File: config.mk
export PLATFORM = sky130hd
export DESIGN_NAME = capture_buffer
export DESIGN_NICKNAME = d
export VERILOG_FILES = /design/src/rtl/capture_buffer_pkg.sv /design/src/rtl/strobe_edge_detect.sv /design/src/rtl/capture_buffer.sv
export SDC_FILE = /design/constraint.sdc
export NUM_CORES = 1
export LEC_CHECK = 0
export ABC_AREA = 1
export BUFFER_PORTS_ARGS = -buffer_cell sky130_fd_sc_hd__buf_2
export CORE_UTILIZATION = 45
export CTS_BUF_LIST = sky130_fd_sc_hd__clkbuf_8
export DETAILED_ROUTE_END_ITERATION = 8
export GPL_ROUTABILITY_DRIVEN = 0
export GPL_TIMING_DRIVEN = 0
export HOLD_SLACK_MARGIN = 0.06
export PLACE_DENSITY = 0.72
export SLEW_MARGIN = 20
export SYNTH_ARGS = -nofsm -noshare
export SYNTH_HDL_FRONTEND = slang
export SYNTH_SLANG_ARGS = --single-unit
File: constraint.sdc
create_clock -name clk -period 1.4 [get_ports clk]
set_clock_uncertainty 0.1 [all_clocks]
set_input_delay 0.07 -clock clk [delete_from_list [all_inputs] [get_ports clk]]
set_output_delay 0.07 -clock clk [all_outputs]
set_load 0.05 [all_outputs]
File: src/rtl/capture_buffer_pkg.sv
// Shared mode constants and sizing helper for the capture buffer.
package capture_buffer_pkg;

  // Capture strobe interpretation
  localparam int unsigned EDGE_LEVEL  = 0;
  localparam int unsigned EDGE_RISING = 1;

  // Behaviour when a capture arrives while full
  localparam int unsigned OVF_DROP      = 0;
  localparam int unsigned OVF_OVERWRITE = 1;

  // Bits needed to hold a count from 0 to depth inclusive
  function automatic int unsigned count_width(input int unsigned depth);
    return $clog2(depth + 1);
  endfunction

endpackage

File: src/rtl/strobe_edge_detect.sv
// Rising-edge detector for the capture strobe. A strobe already high when
// reset releases is not treated as an edge; it must be seen low first.
module strobe_edge_detect (
  input  logic clk,
  input  logic rst,
  input  logic in,
  output logic pulse
);

  logic r_in_q;
  logic r_armed;

  // Delayed copy of the strobe plus an arm flag set once the strobe is seen low
  always_ff @(posedge clk or negedge rst) begin
    if (!rst) begin
      r_in_q  <= 1'b0;
      r_armed <= 1'b0;
    end else begin
      r_in_q <= in;
      if (!in) begin
        r_armed <= 1'b1;
      end
    end
  end

  assign pulse = in & ~r_in_q & r_armed;

endmodule

File: src/rtl/capture_buffer.sv
// Small FIFO that records data on a capture strobe and hands it out on pop.
module capture_buffer
  import capture_buffer_pkg::*;
#(
  parameter int unsigned WIDTH     = 4,
  parameter int unsigned DEPTH     = 4,
  parameter int unsigned EDGE_MODE = EDGE_RISING,
  parameter int unsigned OVERWRITE = OVF_DROP
) (
  input  logic                          clk,
  input  logic                          rst,
  input  logic                          ck,
  input  logic [WIDTH-1:0]              data,
  input  logic                          rd,
  input  logic                          clr_ovf,
  output logic [WIDTH-1:0]              out,
  output logic                          valid,
  output logic                          full,
  output logic [count_width(DEPTH)-1:0] count,
  output logic                          overflow
);

  localparam int unsigned PW = $clog2(DEPTH);
  localparam int unsigned CW = count_width(DEPTH);

  logic [WIDTH-1:0] r_mem [DEPTH];
  logic [PW-1:0]    r_rd_ptr;
  logic [PW-1:0]    r_wr_ptr;
  logic [CW-1:0]    r_count;
  logic             r_overflow;

  logic [PW-1:0]    w_rd_ptr_nxt;
  logic [PW-1:0]    w_wr_ptr_nxt;
  logic [CW-1:0]    w_count_nxt;
  logic             w_overflow_nxt;
  logic             w_ovf_set;
  logic             w_we;
  logic             w_cap;
  logic             w_pop;
  logic             w_valid;
  logic             w_full;

  // Capture event source: rising edge of ck or ck level
  generate
    if (EDGE_MODE == EDGE_RISING) begin : g_edge
      strobe_edge_detect u_edge (
        .clk   (clk),
        .rst   (rst),
        .in    (ck),
        .pulse (w_cap)
      );
    end else begin : g_level
      assign w_cap = ck;
    end
  endgenerate

  assign w_valid = (r_count != '0);
  assign w_full  = (r_count == CW'(DEPTH));
  assign w_pop   = rd & w_valid;

  // Next-state for pointers, count and overflow flag
  always_comb begin
    w_rd_ptr_nxt   = r_rd_ptr;
    w_wr_ptr_nxt   = r_wr_ptr;
    w_count_nxt    = r_count;
    w_we           = 1'b0;
    w_ovf_set      = 1'b0;
    if (w_cap) begin
      if (w_pop) begin
        // When full, wr_ptr == rd_ptr: the write lands in the slot being popped
        w_we         = 1'b1;
        w_wr_ptr_nxt = r_wr_ptr + PW'(1);
        w_rd_ptr_nxt = r_rd_ptr + PW'(1);
      end else if (!w_full) begin
        w_we         = 1'b1;
        w_wr_ptr_nxt = r_wr_ptr + PW'(1);
        w_count_nxt  = r_count + CW'(1);
      end else begin
        w_ovf_set = 1'b1;
        if (OVERWRITE == OVF_OVERWRITE) begin
          w_we         = 1'b1;
          w_wr_ptr_nxt = r_wr_ptr + PW'(1);
          w_rd_ptr_nxt = r_rd_ptr + PW'(1);
        end
      end
    end else if (w_pop) begin
      w_rd_ptr_nxt = r_rd_ptr + PW'(1);
      w_count_nxt  = r_count - CW'(1);
    end
    w_overflow_nxt = w_ovf_set | (r_overflow & ~clr_ovf);
  end

  // Control state registers
  always_ff @(posedge clk or negedge rst) begin
    if (!rst) begin
      r_rd_ptr   <= '0;
      r_wr_ptr   <= '0;
      r_count    <= '0;
      r_overflow <= 1'b0;
    end else begin
      r_rd_ptr   <= w_rd_ptr_nxt;
      r_wr_ptr   <= w_wr_ptr_nxt;
      r_count    <= w_count_nxt;
      r_overflow <= w_overflow_nxt;
    end
  end

  // Entry storage as a flop array
  always_ff @(posedge clk or negedge rst) begin
    if (!rst) begin
      for (int i = 0; i < int'(DEPTH); i++) begin
        r_mem[i] <= '0;
      end
    end else if (w_we) begin
      r_mem[r_wr_ptr] <= data;
    end
  end

  assign out      = w_valid ? r_mem[r_rd_ptr] : '0;
  assign valid    = w_valid;
  assign full     = w_full;
  assign count    = r_count;
  assign overflow = r_overflow;

endmodule

# --- Yosys cells after proc, flatten, opt, wreduce, memory -nomap -nowiden ---
# Cells that the tools add are included.
# Widths: inputs -> output; s select.
word_totals:
  reg_bits: 26
  input_bits: 9
  out_inout_bits: 10
  word_cells: 53
op_classes:
  addsub: 4
  n_lt_le_gt_ge: 3
  eq_ne: 3
  muxes: 19
  bitwise: 9
  reduce_logical: 5
ops:
  columns: ["operator", "n"]
  rows:
  - ["$bwmux 16", 1]
  - ["$mux 4", 4]
  - ["$mux 3", 4]
  - ["$bmux 4 s2", 1]
  - ["$demux 4 s2", 1]
  - ["$ge 3x3->1 const B", 2]
  - ["$mux 1", 6]
  - ["$not 2->3", 2]
  - ["$add 2x1->2 const B", 2]
  - ["$and 1x1->1", 4]
  - ["$mux 2", 2]
  - ["$add 3x1->3 const B", 1]
  - ["$eq 3x3->1 const B", 1]
  - ["$lt 3x1->1 const B", 1]
  - ["$reduce_and 3->1", 1]
  - ["$reduce_bool 3->1", 1]
  - ["$sub 3x1->3 const B", 1]
  - ["$ne 2x1->1 const B", 1]
  - ["$ne 2x2->1 const B", 1]
  - ["$not 1->1", 2]
  - ["$reduce_and 2->1", 1]
  - ["$reduce_bool 2->1", 1]
  - ["$logic_and 1x1->1", 1]
  - ["$or 1x1->1", 1]

# --- Logic depth before layout (Yosys ltp) ---
# Gate-level depths: netlist of the first run.
depth:
  word_depth: 6
  mapped_depth: 10
  ltp_nobuf: 10

# --- By module ---
# From an unflattened synthesis of the first run, not the netlist that was laid out.
unflattened:
  hier_cells: 167
  area_unflattened_um2: 1357.6
by_module_without_submodules:
  columns: ["mod", "instances", "cells_each", "area_per_inst_um2", "seq_area_each_um2"]
  rows:
  - ["capture_buffer", 1, 162, 1293.7, 600.6]
  - ["strobe_edge_detect", 1, 5, 63.8, 50.0]

# --- Worst setup path before layout of the first run ---
# Ideal clock, no wire load.
synth_timing:
  kind: "reg-to-output"
  start: "register r_count[2], in the netlist count[2]"
  end: "output out[0]"
  arrival_ns: 2.035
  t_required_ns: 1.230
  slack_ns: -0.805
  stages_incl_launch_ff: 5
  n_path_buf: 0
  path_cell_list: "dfrtp_1 -> inv_1 -> nand2_2 -> inv_1 -> a21oi_1"
synth_via:
  elab_chain_len: 2
synth_rtl:
  columns: ["element", "line_no", "text"]
  rows:
  - ["start, declared", "capture_buffer.sv:29", "logic [CW-1:0] r_count;"]
  - ["start signal, assigned", "capture_buffer.sv:103", "r_count <= w_count_nxt;"]
  - ["$reduce_bool 3->1", "capture_buffer.sv:57", "assign w_valid = (r_count != '0);"]
  - ["net valid", "capture_buffer.sv:17", "output logic valid,"]
  - ["$mux 4", "capture_buffer.sv:119", "assign out = w_valid ? r_mem[r_rd_ptr] : '0;"]
  - ["end, declared", "capture_buffer.sv:16", "output logic [WIDTH-1:0] out,"]
# The timed path passes the listed nets, and every way through them passes these cells.

# --- Worst setup path after layout of the first run ---
layout_timing:
  start: "register r_count[0], in the netlist count[0]"
  end: "output out[3]"
layout_via:
  elab_chain_len: 2
layout_rtl:
  columns: ["element", "line_no"]
  rows:
  - ["$reduce_bool 3->1", "capture_buffer.sv:57"]
  - ["$mux 4", "capture_buffer.sv:119"]
# No other way between the ends.

==> results of run 1 <==
==> per-layer routing <==
metal | part of all wire (%) | wire length (µm) | GRT usage [%] | vias to the layer above
met5 | 0 | 0 | 0 | -
met4 | 3.3 | 110 | 11.07 | 0
met3 | 5.0 | 168 | 3.456 | 12
met2 | 53 | 1786 | 39.12 | 44
met1 | 39 | 1296 | 26.26 | 541
li1 | - | - | - | 581
==> cells by family after synthesis <==
family	Yosys count	share of synthesized area, %
and+or+nand+nor	57	20.63
AOI/OAI and AO/OA	39	15.43
DFF	26	48.33
buffers and inverters	25	7.899
adders and majority gates	5	5.205
xor gates and xnor gates	3	2.510
==> layout by cell type (no fill, tap or decap), types with 5 or more instances in the layout <==
master	n
buf_2	12
buf_4	10
nand2_1	33
a21oi_1	6
nor2_4	5
inv_1	19
dfrtp_1	22
buf_6	8
dlygate4sd3_1	8
o21ai_1	16
o21ai_2	6
nand3_1	5
==> path summary, 6_finish.rpt <==
| kind | cells past startpoint | slack (ps) | end | startpoint |
|---|---|---|---|---|
| setup / recovery | 5 | -230 | out[3] | count[0] |
| hold / removal | 6 | 200 | overflow | ck |
| setup reg to reg | 7 | -160 | count[0] | count[0] |
| hold reg to reg | 2 | 410 | r_mem[14] | r_mem[14] |
| max in group asynchronous | 2 | 540 | count[0] | rst |
| min in group asynchronous | 2 | 220 | r_mem[10] | rst |
==> worst max-delay path: cells and delay by family, from the launching register on <==
| kind | cells | cell delay (ps) |
|---|---|---|
| buffers and inverters | 2 | 350 |
| AO/OA/AOI/OAI | 1 | 50 |
| AND/OR/NAND/NOR | 2 | 270 |
| flip-flops | 1 | 520 |
==> cell usage after synthesis, drive strengths merged <==
cell | number | area share [%]
nor2 | 9 | 4.9
o21ai | 24 | 9.5
nand3 | 8 | 3.3
ha | 4 | 3.7
fa | 1 | 1.5
dfrtp | 26 | 48
nor3 | 1 | 0.37
xnor2 | 1 | 0.65
a21oi | 14 | 5.5
nand2 | 39 | 12
inv | 23 | 6.4
buf | 2 | 1.5
xor2 | 2 | 1.9
o22ai | 1 | 0.46
==> state kept, by name (all words and copies together) (netlist names) <==
name / count
g_edge.u_edge.r_in_q: 1
r_rd_ptr: 2
r_mem: 16
g_edge.u_edge.r_armed: 1
count: 3
r_wr_ptr: 2
overflow: 1
==> per-stage QoR <==
step / util (%) / total power [mW] / setup WS, ps / cell area [µm²]
floorplan: - / 3.246 / -129.6 / 1433
global placement: 55.66 / 3.640 / -197.0 / 1562
detailed placement: 55.66 / 3.712 / -250.9 / 1562
CTS: 66.90 / 4.813 / -174.3 / 1877
global route: 69.45 / 5.351 / -265.3 / 1948
finish: 69.45 / 5.080 / -225.2 / 1948
==> final cells by class <==
class / count / area share (%)
Clock buffer: 3 / 2.119
Tap cell: 31 / 1.991
Buffer: 2 / 1.606
Inverter: 23 / 4.881
Multi-Input combinational cell: 104 / 38.34
Sequential cell: 26 / 33.78
Clock inverter: 1 / 1.541
Timing Repair Buffer: 38 / 15.74
==> repair_timing <==
item / in CTS / in global routing
hold buffers: 9 / 0
gates cloned: 0 / 0
pin swaps: 9 / 5
gates resized for setup: 35 / 12
endpoints found under the setup margin: 27 / 30
buffers inserted: 8 / 3
hold endpoints to repair: 46 / 0
==> power by group through the flow <==
stage                     clock network (mW)  registers (mW)  logic [mW]
after detailed placement                   0            1.36        2.36
after floorplan                            0            1.46        1.79
after CTS                              0.624            1.34        2.85
after global placement                     0            1.34        2.30
final                                  0.633            1.35        3.09
after global routing                   0.651            1.39        3.31
==> impl_metrics.toml, run 1 <==
[die]
initial_core_util_pct = 47.99
die_area_um2 = 3214
rows = 19
pin_count = 19
core_um2 = 2805
die_h_um = 56.70
die_x_um = 56.70

[power]
power.density_nw_per_um2 = 2608
p_sw_share_pct = 48.43
pwr-share-seq_pct = 26.7
max-vdd-ir-drop_mv = 1.261
p_clk_share_pct = 12.5
pwr-share-comb_pct = 60.9
power.switching_mw = 2.460
p_int_mw = 2.620
power_leakage_nw = 0.9004

[logic_synthesis]
netlist_instances = 155
synth_cell_type_count = 24
avgSynthCellArea_um2 = 8.686
syn_area_um2 = 1346
syn-num-nets = 169
synth_seq_cells = 26
synth_seq_area_share_pct = 48.33
ys_warn_count = 0

[placed_design]
hpwl_mm = 1.953
placed_cells = 204
numPortBuffers = 18

[layout]
stdcell_count = 228
n_fill_cell = 202
drive_above_1_share_pct = 38.58
diodes = 0
syn2layout_area_growth_pct = 44.70
final-seq-area_um2 = 658.1
layout.nets = 212
multi_input_area_um2 = 747.0

[timing]
post-route-min-period_ps = 1625
slew_headroom_pct = 61.36
whs_ps = 197.4
fin_ws_ps = -225.2
max_freq_mhz = 615.3
finalCritPeriodShare_pct = 116.1
worst_pin_slew_ps = 579.5
rsz0062_at_grt = "yes"
slew_viol_final = 0
finalSetupViolations = 29
fin_tns_setup_ps = -3726
hold_viol_final = 0

[clocking]
htreeDepth = 1
clock_tree.buffer_depth = 2
cts_root_buffer = "clkbuf_8"
cts_tree = "yes"
clk_latency_ps = 280
cts-buffers-inserted = 3
clkTransAtPathRegs_ps = 90
clkSinkCount = 26

[critical_path]
path_class = "flop to primary output"
cp_cell_sequence = "nor2_4, nand2_8, clkinvlp_4, a21oi_4, buf_6"
crit_arrival_ps = 1460
worstPathMaxFanout = 4
critPathMaxStageDelay_ps = 520
worstPathRequired_ps = 1230
setup.worst_path.start_class = "flop"
crit_slowest_cell = "dfrtp_4"
worst_setup_path_end_kind = "primary output"

[grt]
grt_usage_pct = 22.29
grt-ovfl-total = 0
antenna_found_initial = 0
grt_pass1_vias = 1079
grt_pass1_wl_mm = 5.257
grt_max_degree = 27

[flow_run]
maxCapViolations = 0

[route]
routedWlPerCell_um = 14.74
drc = 2
vias = 1178
ant_nets = 0
postRouteWirelength_mm = 3.361
dr.pass1.iters = 8
drt_iter0_drc = 50
vias_per_cell = 5.167

[hold_path]
holdCritPathClass = "input port to flop"

[status]
status = "finished, violations left"
violations = "DRC, setup timing"
(Power assumes the default switching activity.)
==> inputs of run 2 (changes only) <==
- ABC_AREA: 1 -> default
- PLACE_DENSITY: 0.72 -> 0.71
==> run 2 against run 1 <==
Against the previous run: the run ends with setup timing left; die area is 8.3% higher; core utilization is 4.7 points lower; synthesized cell count is 31% lower; sequential share of layout area is 0.91 points lower; critical path depth is 1 lower; hold slack worse by 110 ps; synthesized area is 8.6% higher; routed wire length is 13% lower; clock-buffer cell count stayed put; largest power group unchanged; highest routed layer unchanged.
==> impl_metrics.toml, run 2 <==
[logic_synthesis]
synth_seq_area_share_pct = 44.48
yosysMostFrequentCell = "dfrtp_1"
synth_edf_count = 0
synth_flop_cell = "dfrtp_1"
synth_commonest_cells = "dfrtp_1, mux2_4, and2_1, inv_1"
yosysTopAreaCellShare_pct = 44.48
avgSynthCellArea_um2 = 13.67
synth_seq_cells = 26
async_flop_share_pct = 100.0
syn_area_um2 = 1463
ys_warn_count = 0
synthTopCellsByArea = "dfrtp_1, mux2_4, mux4_2, nand3_4, ha_1"
synth_cell_type_count = 34
netlist_instances = 107
syn-num-nets = 121
synth_top_cell_by_area = "dfrtp_1"

[clocking]
cts_tree = "yes"
htreeDepth = 1
clock_tree.buffer_depth = 2
clkTransAtPathRegs_ps = 90
clk_latency_ps = 260
clkSinkCount = 26
cts-buffers-inserted = 3
cts_root_buffer = "clkbuf_8"

[die]
initial_core_util_pct = 47.52
die_h_um = 59.01
rows = 20
pin_count = 19
die_area_um2 = 3482
die_x_um = 59.01
core_um2 = 3078

[timing]
fin_ws_ps = -447.6
rsz0062_at_grt = "yes"
post-route-min-period_ps = 1848
fin_tns_setup_ps = -10700
max_freq_mhz = 541.2
worst_pin_slew_ps = 563.2
finalCritPeriodShare_pct = 132.0
slew_headroom_pct = 62.45
finalSetupViolations = 30
hold_viol_final = 0
slew_viol_final = 0

[critical_path]
cp-startpoint = "count[0]"
worst_setup_path_end_kind = "flop"
r2r_cells = 4
setup.worst_path.start_class = "flop"
rr_startpoint = "count[0]"
worstPathMaxFanout = 6
r2r_end = "r_mem[14]"
rrSetupSlack_ps = -450
path_class = "flop to flop"
endpoint = "r_mem[14]"
worstPathRequired_ps = 1450
crit_arrival_ps = 1900

[layout]
largest_reg_flops = 16
syn2layout_area_growth_pct = 36.36
mostFrequentLayoutCells = "dfrtp_1, mux2_4, buf_2"
n_fill_cell = 223
largest_register = "r_mem"
final_common_cell = "dfrtp_1"
drive_above_1_share_pct = 57.24
diodes = 0
post-route-util_pct = 64.80
layout.nets = 160

[grt]
grt-ovfl-total = 0
grt_max_degree = 27
grt_pass1_vias = 1033
grt_usage_pct = 17.80
antenna_found_initial = 0
grt_pass1_wl_mm = 4.623

[status]
violations = "setup timing"
status = "finished, violations left"

[route]
ant_nets = 0
drt_iter0_drc = 20
drc = 0
postRouteWirelength_mm = 2.916
dr.pass1.iters = 4
routedWlPerCell_um = 15.43
vias = 980
vias_per_cell = 5.185

[power]
power.density_nw_per_um2 = 2567
power_leakage_nw = 0.9211
max-vdd-ir-drop_mv = 0.9834
p_total_mw = 5.120

[flow_run]
maxCapViolations = 0

[hold_path]
holdCritPathClass = "input port to flop"

[placed_design]
numPortBuffers = 18
hpwl_mm = 1.788
[run 2: layer usage]
layer	up-vias	global-route usage, %	wire [µm]
met2	21	33.77	1558
met5	-	0	0
li1	455	-	-
met4	0	5.102	54
met3	6	2.838	71
met1	498	20.45	1231
[run 2: through the flow]
stage          worst slack [ps]  hold WS (ps)  instances  cell area, µm²
3_5_place_dp             -501.8         9.960        169            1644
6_report                 -447.6         82.91        189            1994
5_1_grt                  -481.9         89.87        189            1994
2_1_floorplan            -558.2        -325.6        107            1499
4_1_cts                  -456.0         75.10        186            1921
3_3_place_gp             -469.9        -5.979        169            1644
[run 2: critical path, stage by stage, from the launching register on]
cell and delay, ps:
dfrtp_2 420, buf_6 130, or4b_4 620, nand3_4 160, mux2_4 310
[run 2: kinds of logic (layout without fill, tap and decap cells)]
| family | Yosys count | after routing | synth area share [%] |
|---|---|---|---|
| compound gates | 7 | 7 | 3.508 |
| xor+xnor | 3 | 3 | 1.797 |
| fa+ha+maj | 5 | 5 | 4.791 |
| buf+inv | 11 | 49 | 3.935 |
| flops | 26 | 26 | 44.48 |
| mux | 23 | 23 | 24.72 |
| simple gates | 32 | 32 | 16.77 |
[run 2: cell type report]
| type | count | area [µm²] | area share (%) |
|---|---|---|---|
| multi-input cells | 70 | 809.5 | 40.59 |
| flip-flops and latches | 26 | 655.6 | 32.87 |
| repair buffers | 37 | 346.6 | 17.38 |
| well taps | 44 | 55.05 | 2.760 |
| clock buffers | 3 | 41.29 | 2.070 |
| plain buffers | 3 | 35.03 | 1.757 |
| clock inverters | 1 | 30.03 | 1.506 |
| inverters | 5 | 21.27 | 1.067 |
[run 2: how the worst min path moves through the flow]
stage	to	slack, ps	cells after the start	start
2_1_floorplan	count[0]	-330	0	rst
3_3_place_gp	r_rd_ptr[0]	-6	1	rst
3_5_place_dp	r_rd_ptr[0]	10	1	rst
4_1_cts	count[2]	80	4	rd
5_1_grt	count[2]	90	4	rd
6_report	count[2]	80	4	rd
[run 2: report_power, final]
group          total (mW)  internal (mW)  switching [mW]
combinational        3.08           1.65            1.43
sequential           1.43           1.11           0.323
clock               0.612          0.382           0.230
total                5.12           3.14            1.98
[run 2: what timing repair did]
action / CTS / global route
hold buffers: 7 / 0
buffers inserted: 9 / 4
pin swaps: 12 / 5
setup endpoints to repair: 30 / 30
gates cloned: 0 / 1
resized for setup: 31 / 10
hold endpoints to repair: 45 / 0
